[src/rtl/rr_arb2_mux_if.sv]
// rr_arb2_mux_if: valid/ready bundle for the two producers, the consumer and the mux select
interface rr_arb2_mux_if #(
    parameter int W = 8
);
    logic         d0_valid;
    logic [W-1:0] d0_data;
    logic         d0_ready;
    logic         d1_valid;
    logic [W-1:0] d1_data;
    logic         d1_ready;
    logic         sel;
    logic         y_valid;
    logic [W-1:0] y_data;
    logic         y_src;
    logic         y_ready;
    modport master (
        input  d0_valid, d0_data, d1_valid, d1_data, y_ready,
        output d0_ready, d1_ready, sel, y_valid, y_data, y_src
    );
    modport slave (
        output d0_valid, d0_data, d1_valid, d1_data, y_ready,
        input  d0_ready, d1_ready, sel, y_valid, y_data, y_src
    );
endinterface

[src/rtl/rr_arb2_mux.sv]
// rr_arb2_mux: fair two-source round-robin arbiter feeding a one-entry output buffer and a 2:1 mux select
module rr_arb2_mux #(
    parameter int W = 8
) (
    input logic           clk,
    input logic           rst_n,
    rr_arb2_mux_if.master bus
);
    logic         prio;
    logic         sel_q;
    logic         any;
    logic         gnt;
    logic         load_en;
    logic         xfer;
    logic         y_valid;
    logic         y_src;
    logic [W-1:0] y_data;
    // Grant and handshake stay combinational so y_ready reaches the producers in the same cycle; ready is held low in reset
    always_comb begin
        any          = bus.d0_valid || bus.d1_valid;
        gnt          = (bus.d0_valid && bus.d1_valid) ? prio : bus.d1_valid;
        load_en      = !y_valid || bus.y_ready;
        bus.d0_ready = rst_n && load_en && bus.d0_valid && !gnt;
        bus.d1_ready = rst_n && load_en && bus.d1_valid && gnt;
        xfer         = bus.d0_ready || bus.d1_ready;
        bus.sel      = any ? gnt : sel_q;
    end
    // Buffer loads on a transfer (replacing a word draining in the same cycle), empties on a bare drain; prio flips only on transfers
    always_ff @(posedge clk or negedge rst_n) begin
        if (!rst_n) begin
            prio    <= 1'b0;
            sel_q   <= 1'b0;
            y_valid <= 1'b0;
            y_src   <= 1'b0;
            y_data  <= '0;
        end else begin
            if (any) sel_q <= gnt;
            if (xfer) begin
                y_valid <= 1'b1;
                y_src   <= gnt;
                y_data  <= gnt ? bus.d1_data : bus.d0_data;
                prio    <= !gnt;
            end else if (bus.y_ready) begin
                y_valid <= 1'b0;
            end
        end
    end
    assign bus.y_valid = y_valid;
    assign bus.y_src   = y_src;
    assign bus.y_data  = y_data;
endmodule

[src/flat_wrapper.sv]
// flat-port wrapper written by rule: the top's interface ports become plain ports
module rr_arb2_mux_flat 
#(
    parameter int W = 8
)
  (clk, rst_n, bus_d0_valid, bus_d0_data, bus_d1_valid, bus_d1_data, bus_y_ready, bus_d0_ready, bus_d1_ready, bus_sel, bus_y_valid, bus_y_data, bus_y_src);
  rr_arb2_mux_if #(.W(W)) bus_i ();
  input logic clk;
  input logic rst_n;
  input wire logic [$bits(bus_i.d0_valid)-1:0] bus_d0_valid;
  input wire logic [$bits(bus_i.d0_data)-1:0] bus_d0_data;
  input wire logic [$bits(bus_i.d1_valid)-1:0] bus_d1_valid;
  input wire logic [$bits(bus_i.d1_data)-1:0] bus_d1_data;
  input wire logic [$bits(bus_i.y_ready)-1:0] bus_y_ready;
  output wire logic [$bits(bus_i.d0_ready)-1:0] bus_d0_ready;
  output wire logic [$bits(bus_i.d1_ready)-1:0] bus_d1_ready;
  output wire logic [$bits(bus_i.sel)-1:0] bus_sel;
  output wire logic [$bits(bus_i.y_valid)-1:0] bus_y_valid;
  output wire logic [$bits(bus_i.y_data)-1:0] bus_y_data;
  output wire logic [$bits(bus_i.y_src)-1:0] bus_y_src;
  assign bus_i.d0_valid = bus_d0_valid;
  assign bus_i.d0_data = bus_d0_data;
  assign bus_i.d1_valid = bus_d1_valid;
  assign bus_i.d1_data = bus_d1_data;
  assign bus_i.y_ready = bus_y_ready;
  assign bus_d0_ready = bus_i.d0_ready;
  assign bus_d1_ready = bus_i.d1_ready;
  assign bus_sel = bus_i.sel;
  assign bus_y_valid = bus_i.y_valid;
  assign bus_y_data = bus_i.y_data;
  assign bus_y_src = bus_i.y_src;
  rr_arb2_mux #(.W(W)) u_core (.clk(clk), .rst_n(rst_n), .bus(bus_i));
endmodule
[config.mk]
export PLATFORM = sky130hd
export DESIGN_NAME = rr_arb2_mux_flat
export DESIGN_NICKNAME = d
export VERILOG_FILES = /design/src/rtl/rr_arb2_mux_if.sv /design/src/rtl/rr_arb2_mux.sv /design/src/flat_wrapper.sv
export SDC_FILE = /design/constraint.sdc
export NUM_CORES = 1
export LEC_CHECK = 0
export CORE_MARGIN = 4
export CORE_UTILIZATION = 38
export CTS_CLUSTER_SIZE = 30
export DETAILED_ROUTE_END_ITERATION = 10
export PLACE_DENSITY = 0.74
export SKIP_LAST_GASP = 1
export SLEW_MARGIN = 20
export SYNTH_ARGS = -nofsm -noshare
export SYNTH_HDL_FRONTEND = slang
export SYNTH_SLANG_ARGS = --single-unit
[constraint.sdc]
create_clock -name clk -period 1.3 [get_ports clk]
set_input_delay 0.325 -clock clk [delete_from_list [all_inputs] [get_ports clk]]
set_output_delay 0.325 -clock clk [all_outputs]
set_load 0.05 [all_outputs]
==> metrics.txt, run 1 <==
maximum clock frequency=661 MHz; status=finished, violations left; # clock sinks=12; H-Tree Level Count=1; CTS Buf Count=3; Crit path required time=980 ps; Hold/Removal Path Class=in2async; Overall Global Routing Usage=18.5%; Cell variety after synth=16; Synth top area share=44.0%; Rel. slew slack=80.9%; critical path class=reg2out; mapped cell area=683 µm²; die height=50.4 µm; via count=699; crit path time final=1510 ps; initial core utilization=40.0%; routed vias/inst=5.10; hold_ws=237 ps; P per Cell Area=1330 nW/µm²; clock skew=2.23 ps; Mapped Nets=85; GPL Wtd Cong=0.752; top_reg_cell synth=dfrtp_1; cts hold-fix bufs=0; area of the multi-input gates=340 µm²; die area=2540 µm²; Root Buffer=clkbuf_4; Routed WL=2210 µm; failing checks=negative setup slack; antenna violations before repair=0; largest net degree at the start of global routing=25; Slew @ Worst Pin=286 ps; Static Leak=0.638 nW; max-cap viol count=0; Hold Vio Cnt, Final=0; share of layout cells above drive strength 1=47.3%; Total Power=1.82 mW; Clk Latency, worst-skew pair=260 ps; Worst setup EP type=primary output; I/O pin cnt=34; critical-path maximum fanout=3; largest area contributor in the netlist=dfrtp_1; 1st-iter DRT viols=15; total grt overflow=0; design area=1370 µm²; most instantiated library cell after synthesis=inv_1; Reg area=302 µm²; DRC Markers=0; Slew Limit Fails=0; std cell rows=15; Reg clk slew, reported paths=80 ps; Post-Synthesis Cells=64; drt pass-1 iters=3; register bit total from synthesis=12; fin cells=137; EDFF count, synth=0; Setup WS post-layout=-213 ps; largest cells by area after synthesis=dfrtp_1 (44%), a221oi_2 (18%), inv_1 (9.3%); Final Net Count=134; # diodes=0; asr flop ratio synth=100%; Peak VDD IR=1020 µV; dpl cells=125; Post-Syn Area per Cell=10.7 µm²; RSZ-0062 raised after global routing=true; WP data arrival=1190 ps; ANT nets after route=0; Area growth syn-to-layout=100%; CTS tree=built; Finish-stage setup viols=14; sequential area share after synthesis=44.0%; Placement Cell Area=1200 µm²; I/O Buffers=33; HPWL after detailed placement=1550 µm; yosys synthesis warning count=0; Fillers=107; DR WL/cell=16.2 µm; CTS max path bufs=2; vias in the first global route=765; core area=1710 µm²; final worst path period share=116%; top post-synthesis cells by count=inv_1 (17), dfrtp_1 (12), a31oi_1 (9), a221oi_2 (8), buf_6 (4); die width=50.4 µm; critical path launch point type=register; first-pass GRT wire length=3510 µm; Finished Core Util=80.1%
-- area by class of cell --
type	instances	share of cell area (%)
clock buffers	4	2.65
flip-flops and latches	12	22.0
inverters	17	4.66
multi-input cells	30	24.9
well taps	25	2.29
repair buffers	49	43.5
-- what timing repair did --
item	in CTS	in global routing
resized for setup	7	8
pin swaps	6	5
buffers inserted	6	3
endpoints found under the setup margin	12	13
-- kinds of logic (layout without fill, tap and decap cells) --
logic type      after synthesis  after routing  synth area share (%)
simple gates                 10             10                  9.89
buf+inv                      22             70                  17.0
flops                        12             12                  44.0
compound gates               20             20                  29.1
-- state kept, by name, summed over array words and instances (netlist names) --
| signal | flops |
|---|---|
| u_core.sel_q | 1 |
| u_core.bus.y_valid | 1 |
| u_core.bus.y_src | 1 |
| u_core.prio | 1 |
| u_core.bus.y_data | 8 |
-- where the power goes --
group | internal [mW] | switching [mW]
registers | 0.451 | 0.0908
logic | 0.510 | 0.481
clock network | 0.170 | 0.122
total | 1.13 | 0.693
-- critical path, cell delays in order, from the launching register on --
cell and delay [ps]:
dfrtp_2 440, nand2b_4 80, and4_4 260, buf_12 140
-- final timing paths --
check / start / end / slack [ps] / cells past startpoint
max in group asynchronous: rst_n / u_core.bus.y_valid / 830 / 2
hold / removal: rst_n / u_core.sel_q / 240 / 2
setup reg to reg: u_core.prio / u_core.bus.y_data[1] / -160 / 6
hold reg to reg: u_core.sel_q / u_core.sel_q / 560 / 2
setup / recovery: u_core.bus.y_valid / bus_d1_ready / -210 / 3
min in group clk: bus_d1_valid / u_core.prio / 540 / 2
-- layout by cell type, fill, tap and decap left out, types with 2 or more instances in the layout --
master           netlist  layout
clkdlybuf4s50_1        0      16
buf_6                  4       2
nand3_1                2       2
a221oi_4               0       2
inv_1                 17      17
a31oi_2                0       2
clkbuf_4               0       3
buf_12                 0      14
nand2_1                3       2
dlygate4sd2_1          0       4
nand2b_4               1       2
a31oi_1                9       6
and4_4                 1       2
a221oi_2               8       6
dfrtp_1               12      11
buf_4                  1      13
-- metrics by stage --
| step | worst slack (ps) | setup TNS (ps) |
|---|---|---|
| 4_1_cts | -224 | -770 |
| 5_1_grt | -261 | -2510 |
| 3_3_place_gp | -389 | -4670 |
| 6_report | -213 | -1850 |
| 2_1_floorplan | -46.7 | -88.5 |
| 3_5_place_dp | -407 | -4880 |
-- routing by layer --
| metal | global-route usage, % | share of wire (%) | up-vias |
|---|---|---|---|
| li1 | - | - | 319 |
| met1 | 20.4 | 38 | 350 |
| met2 | 34.3 | 55 | 24 |
| met3 | 4.45 | 4.6 | 6 |
| met4 | 5.83 | 2.8 | 0 |
| met5 | 0 | 0 | - |
(Power assumes the default switching activity.)
==> run 2: changes to the inputs <==
--- a/config.mk
+++ b/config.mk
@@ -5,11 +5,12 @@
 export SDC_FILE = /design/constraint.sdc
 export NUM_CORES = 1
 export LEC_CHECK = 0
+export CORE_ASPECT_RATIO = 0.8
 export CORE_MARGIN = 4
-export CORE_UTILIZATION = 38
+export CORE_UTILIZATION = 35
 export CTS_CLUSTER_SIZE = 30
 export DETAILED_ROUTE_END_ITERATION = 10
-export PLACE_DENSITY = 0.74
+export PLACE_DENSITY = 0.72
 export SKIP_LAST_GASP = 1
 export SLEW_MARGIN = 20
 export SYNTH_ARGS = -nofsm -noshare
==> constraint.sdc (replaced) <==
create_clock -name clk -period 1.2 [get_ports clk]
set_input_delay 0.3 -clock clk [delete_from_list [all_inputs] [get_ports clk]]
set_output_delay 0.3 -clock clk [all_outputs]
set_load 0.05 [all_outputs]
==> metrics.txt, run 2 (same netlist as run 1, synthesis figures left out) <==
Hold Vio Cnt, Final=0 (unchanged); Area growth syn-to-layout=96.3%; Placement Cell Area=1230 µm² (+2.6%); die area=2730 µm² (+7.4%); Worst setup EP type=primary output; status=finished, violations left; Finish-stage setup viols=13 (-1); RSZ-0062 raised after global routing=true; total grt overflow=0 (unchanged); Peak VDD IR=1150 µV (+12%); max-cap viol count=0 (unchanged); ANT nets after route=0 (unchanged); critical path class=reg2out; DR WL/cell=14.7 µm (-8.8%); clock skew=2.19 ps (-0.0381 ps); Crit path required time=900 ps (-80 ps); first-pass GRT wire length=3060 µm (-13%); routed vias/inst=4.96 (-2.9%); die height=47.5 µm (-5.7%); I/O Buffers=33 (unchanged); design area=1340 µm² (-2.0%); Setup WS post-layout=-262 ps (-49.1 ps); core area=1740 µm² (+1.9%); pre-CTS setup slack=-458 ps (-51.6 ps); I/O pin cnt=34 (unchanged); DRC Markers=0 (unchanged); Final Net Count=134 (unchanged); antenna violations before repair=0 (unchanged); # clock sinks=12 (unchanged); Hold/Removal Path Class=in2async; Total Power=1.94 mW (+6.4%); maximum clock frequency=684 MHz; die width=57.4 µm (+14%); Reg clk slew, reported paths=80 ps (about the same); max FFs per register=8 (unchanged); P per Cell Area=1450 nW/µm² (+8.6%); via count=664 (-5.0%); largest register by flop count=u_core.bus.y_data; Clk Latency, worst-skew pair=270 ps (about the same); Slew Limit Fails=0 (unchanged); Rel. slew slack=83.8% (+2.9 points); drt pass-1 iters=4 (+1); Routed WL=1980 µm (-11%); Slowest-stage cell, CP=dfrtp_2; largest net degree at the start of global routing=14 (-44%); Root Buffer=clkbuf_4; HPWL after detailed placement=1400 µm (-9.6%); Reg area=302 µm² (unchanged); initial core utilization=39.3% (-0.75 points); most common cell after layout, fill and taps aside=inv_1; CTS Buf Count=3 (unchanged); WP data arrival=1160 ps (-30 ps); # diodes=0 (unchanged); crit path time final=1460 ps; final worst path period share=122%; CP max stage delay=430 ps (about the same); hold_ws=174 ps (-62.6 ps); GPL Wtd Cong=0.774 (+2.8%); critical-path maximum fanout=3 (unchanged); CP cell instances=nand2b_4 -> and4_4 -> buf_12; Slew @ Worst Pin=242 ps (-43.8 ps); CTS max path bufs=2 (unchanged); H-Tree Level Count=1 (unchanged); share of layout cells above drive strength 1=45.5% (-1.8 points); Overall Global Routing Usage=14.4% (-4.1 points); 1st-iter DRT viols=3 (-12); critical path launch point type=register; CTS tree=built; failing checks=negative setup slack; most frequent cells in the layout=inv_1 (17), clkdlybuf4s50_1 (16), buf_12 (15); Static Leak=0.638 nW (about the same); vias in the first global route=704 (-8.0%); std cell rows=13 (-2); area of the multi-input gates=308 µm² (-9.6%); Fillers=111 (+3.7%)
## run 2: power by group
part	switching (mW)	total (mW)	internal, mW	leakage, nW
registers	0.0923	0.581	0.489	0.132
logic	0.494	1.04	0.542	0.484
clock network	0.139	0.323	0.184	0.0210
total	0.725	1.94	1.22	0.638
## run 2: layer usage
layer | routed length [µm] | vias up | track usage (%)
met2 | 992 | 37 | 26.4
met3 | 137 | 0 | 3.50
met5 | 0 | - | 0
met4 | 0 | 0 | 3.70
met1 | 845 | 305 | 17.5
li1 | - | 322 | -
## run 2: per-stage QoR
| step | utilization [%] | setup TNS, ps | cells |
|---|---|---|---|
| after detailed placement | 70.9 | -5510 | 125 |
| after CTS | 75.6 | -1830 | 133 |
| after global routing | 77.1 | -2460 | 134 |
| final | 77.1 | -1890 | 134 |
| after floorplan | - | -678 | 64 |
| after global placement | 70.9 | -5150 | 125 |
## run 2: final timing paths
kind / start / to / slack [ps] / depth (start not counted)
setup / recovery: u_core.bus.y_valid / bus_d1_ready / -260 / 3
hold / removal: rst_n / u_core.bus.y_data[3] / 170 / 2
setup reg to reg: u_core.prio / u_core.bus.y_data[5] / -150 / 5
hold reg to reg: u_core.bus.y_src / u_core.bus.y_src / 550 / 1
max in group asynchronous: rst_n / u_core.bus.y_valid / 850 / 2
min in group clk: bus_d1_valid / u_core.prio / 510 / 2
## run 2: worst max-delay path, delay by kind of cell (launching register included)
| kind | cells | cell delay (ps) |
|---|---|---|
| DFF | 1 | 430 |
| and+or+nand+nor | 2 | 320 |
| buffers and inverters | 1 | 140 |
## run 2: final cells by class
type	count	area share [%]
clock buffers	4	2.71
inverters	17	4.76
multi-input cells	30	22.9
flip-flops and latches	12	22.5
well taps	22	2.05
repair buffers	49	45.1
## run 2: what timing repair did
action | CTS | global route
gates resized for setup | 8 | 2
pin swaps | 1 | 0
endpoints found under the hold margin | 0 | 0
endpoints found under the setup margin | 13 | 13
buffers inserted | 4 | 1
gates cloned | 0 | 0
hold buffers | 0 | 0
==> run 3: changes to the inputs <==
==> constraint.sdc (replaced) <==
create_clock -name clk -period 1.2 [get_ports clk]
set_input_delay 0.3 -clock clk [delete_from_list [all_inputs] [get_ports clk]]
set_output_delay 0.3 -clock clk [all_outputs]
set_load 0.005 [all_outputs]
==> metrics.txt, run 3 (same netlist as run 1, synthesis figures left out) <==
R2R cell count=4 (-1); Routed WL=1820 µm (-7.8%); dpl cells=123 (-1.6%); GPL Wtd Cong=0.719 (-7.0%); Root Buffer=clkbuf_4; DR WL/cell=13.6 µm (-7.8%); via count=660 (-0.60%); antenna violations before repair=0 (unchanged); maximum clock frequency=684 MHz (about the same); HPWL after detailed placement=1270 µm (-9.0%); max-cap viol count=0 (unchanged); Area growth syn-to-layout=66.3%; Reg clk slew, reported paths=80 ps (about the same); DRC Markers=0 (unchanged); max FFs per register=8 (unchanged); Total Power=1.42 mW (-27%); failing checks=negative setup slack; Slew Limit Fails=0 (unchanged); crit path time final=1460 ps (-0.401 ps); die area=2730 µm² (unchanged); Clk Latency, worst-skew pair=280 ps (about the same); Hold/Removal Path Class=in2async; Setup WS post-layout=-262 ps (+0.401 ps); Crit path required time=900 ps (about the same); Reg2Reg Setup Slack=-30 ps (+120 ps); CP Launch Point=u_core.bus.y_valid; largest net degree at the start of global routing=25 (+11); 1st-iter DRT viols=10 (+7); Hold Vio Cnt, Final=0 (unchanged); fin cells=134 (unchanged); total grt overflow=0 (unchanged); std cell rows=13 (unchanged); hold_ws=157 ps (-17.0 ps); core area=1740 µm² (unchanged); I/O Buffers=33 (unchanged); routed vias/inst=4.93 (-0.60%); most frequent cells in the layout=inv_1 (17), clkdlybuf4s50_1 (16), buf_4 (13); Peak VDD IR=893 µV (-22%); largest register by flop count=u_core.bus.y_data; Final Net Count=134 (unchanged); H-Tree Level Count=1 (unchanged); drt pass-1 iters=4 (unchanged); I/O pin cnt=34 (unchanged); design area=1140 µm² (-15%); critical path class=reg2out; Finished Core Util=65.3% (-12 points); Placement Cell Area=1060 µm² (-14%); final worst path period share=122% (about the same); ANT nets after route=0 (unchanged); RSZ-0062 raised after global routing=true; WP data arrival=1160 ps (about the same); CTS tree=built; status=finished, violations left; CTS Buf Count=3 (unchanged); Slew @ Worst Pin=265 ps (+22.4 ps); vias in the first global route=637 (-9.5%); Reg-to-Reg Start=u_core.prio; critical path launch point type=register; share of layout cells above drive strength 1=41.1% (-4.5 points); die height=47.5 µm (unchanged); Overall Global Routing Usage=14.3% (-0.14 points); Rel. slew slack=82.4% (-1.5 points); Reg-to-Reg End=u_core.bus.y_data[5]; cts hold-fix bufs=0 (unchanged); Finish-stage setup viols=12 (-1); clock skew=5.43 ps (+3.24 ps); Static Leak=0.567 nW (-11%); initial core utilization=39.3% (unchanged); critical-path maximum fanout=3 (unchanged); first-pass GRT wire length=2910 µm (-4.7%); # clock sinks=12 (unchanged); most common cell after layout, fill and taps aside=inv_1; # diodes=0 (unchanged); Worst setup EP type=primary output; CTS max path bufs=2 (unchanged); die width=57.4 µm (unchanged); P per Cell Area=1250 nW/µm² (-13%)
-- run 3: changes by cell type in the layout (fill, tap and decap cells not counted), moves of 2 or more --
cell / delta
buf_12: -14
buf_2: +2
buf_6: +3
clkdlybuf4s15_1: +2
clkbuf_2: +7
-- run 3: report_power, final --
part           switching [mW]  internal, mW
combinational           0.211         0.342
clock                   0.148         0.185
sequential             0.0490         0.488
-- run 3: area by class of cell --
cell class | count | area (µm²)
clock buffer | 4 | 36.3
inverter | 17 | 63.8
tap | 22 | 27.5
multi-input combinational | 30 | 285
sequential | 12 | 300
fill | 156 | 604
timing repair buffer | 49 | 423
-- run 3: per-layer routing --
metal | vias to the layer above | routed length (µm) | track usage, %
met4 | 0 | 0 | 1.39
li1 | 320 | - | -
met1 | 313 | 738 | 16.6
met2 | 27 | 891 | 25.2
met5 | - | 0 | 0
met3 | 0 | 189 | 7.01
-- run 3: critical path, cell delays in order, from the launching register on --
cell and delay (ps):
dfrtp_1 430, nand2b_4 90, and4_4 260, buf_6 100
-- run 3: through the flow --
step / setup WS, ps / setup TNS [ps]
2_1_floorplan: 28.1 / 0
3_3_place_gp: -696 / -7420
3_5_place_dp: -691 / -7590
4_1_cts: -271 / -964
5_1_grt: -332 / -1650
6_report: -262 / -856
-- run 3: how the worst max path moves through the flow --
stage	endpoint	slack (ps)
finish	bus_d1_ready	-260
global route	bus_d0_ready	-330
CTS	bus_d0_ready	-270
detailed placement	bus_d0_ready	-690
global placement	bus_sel	-700
floorplan	u_core.bus.y_data[0]	30
-- run 3: repair_timing --
item	4_1_cts	5_1_grt
pin swaps	4	0
cloned	0	0
endpoints found under the setup margin	23	19
setup buffers	4	4
resized for setup	48	10
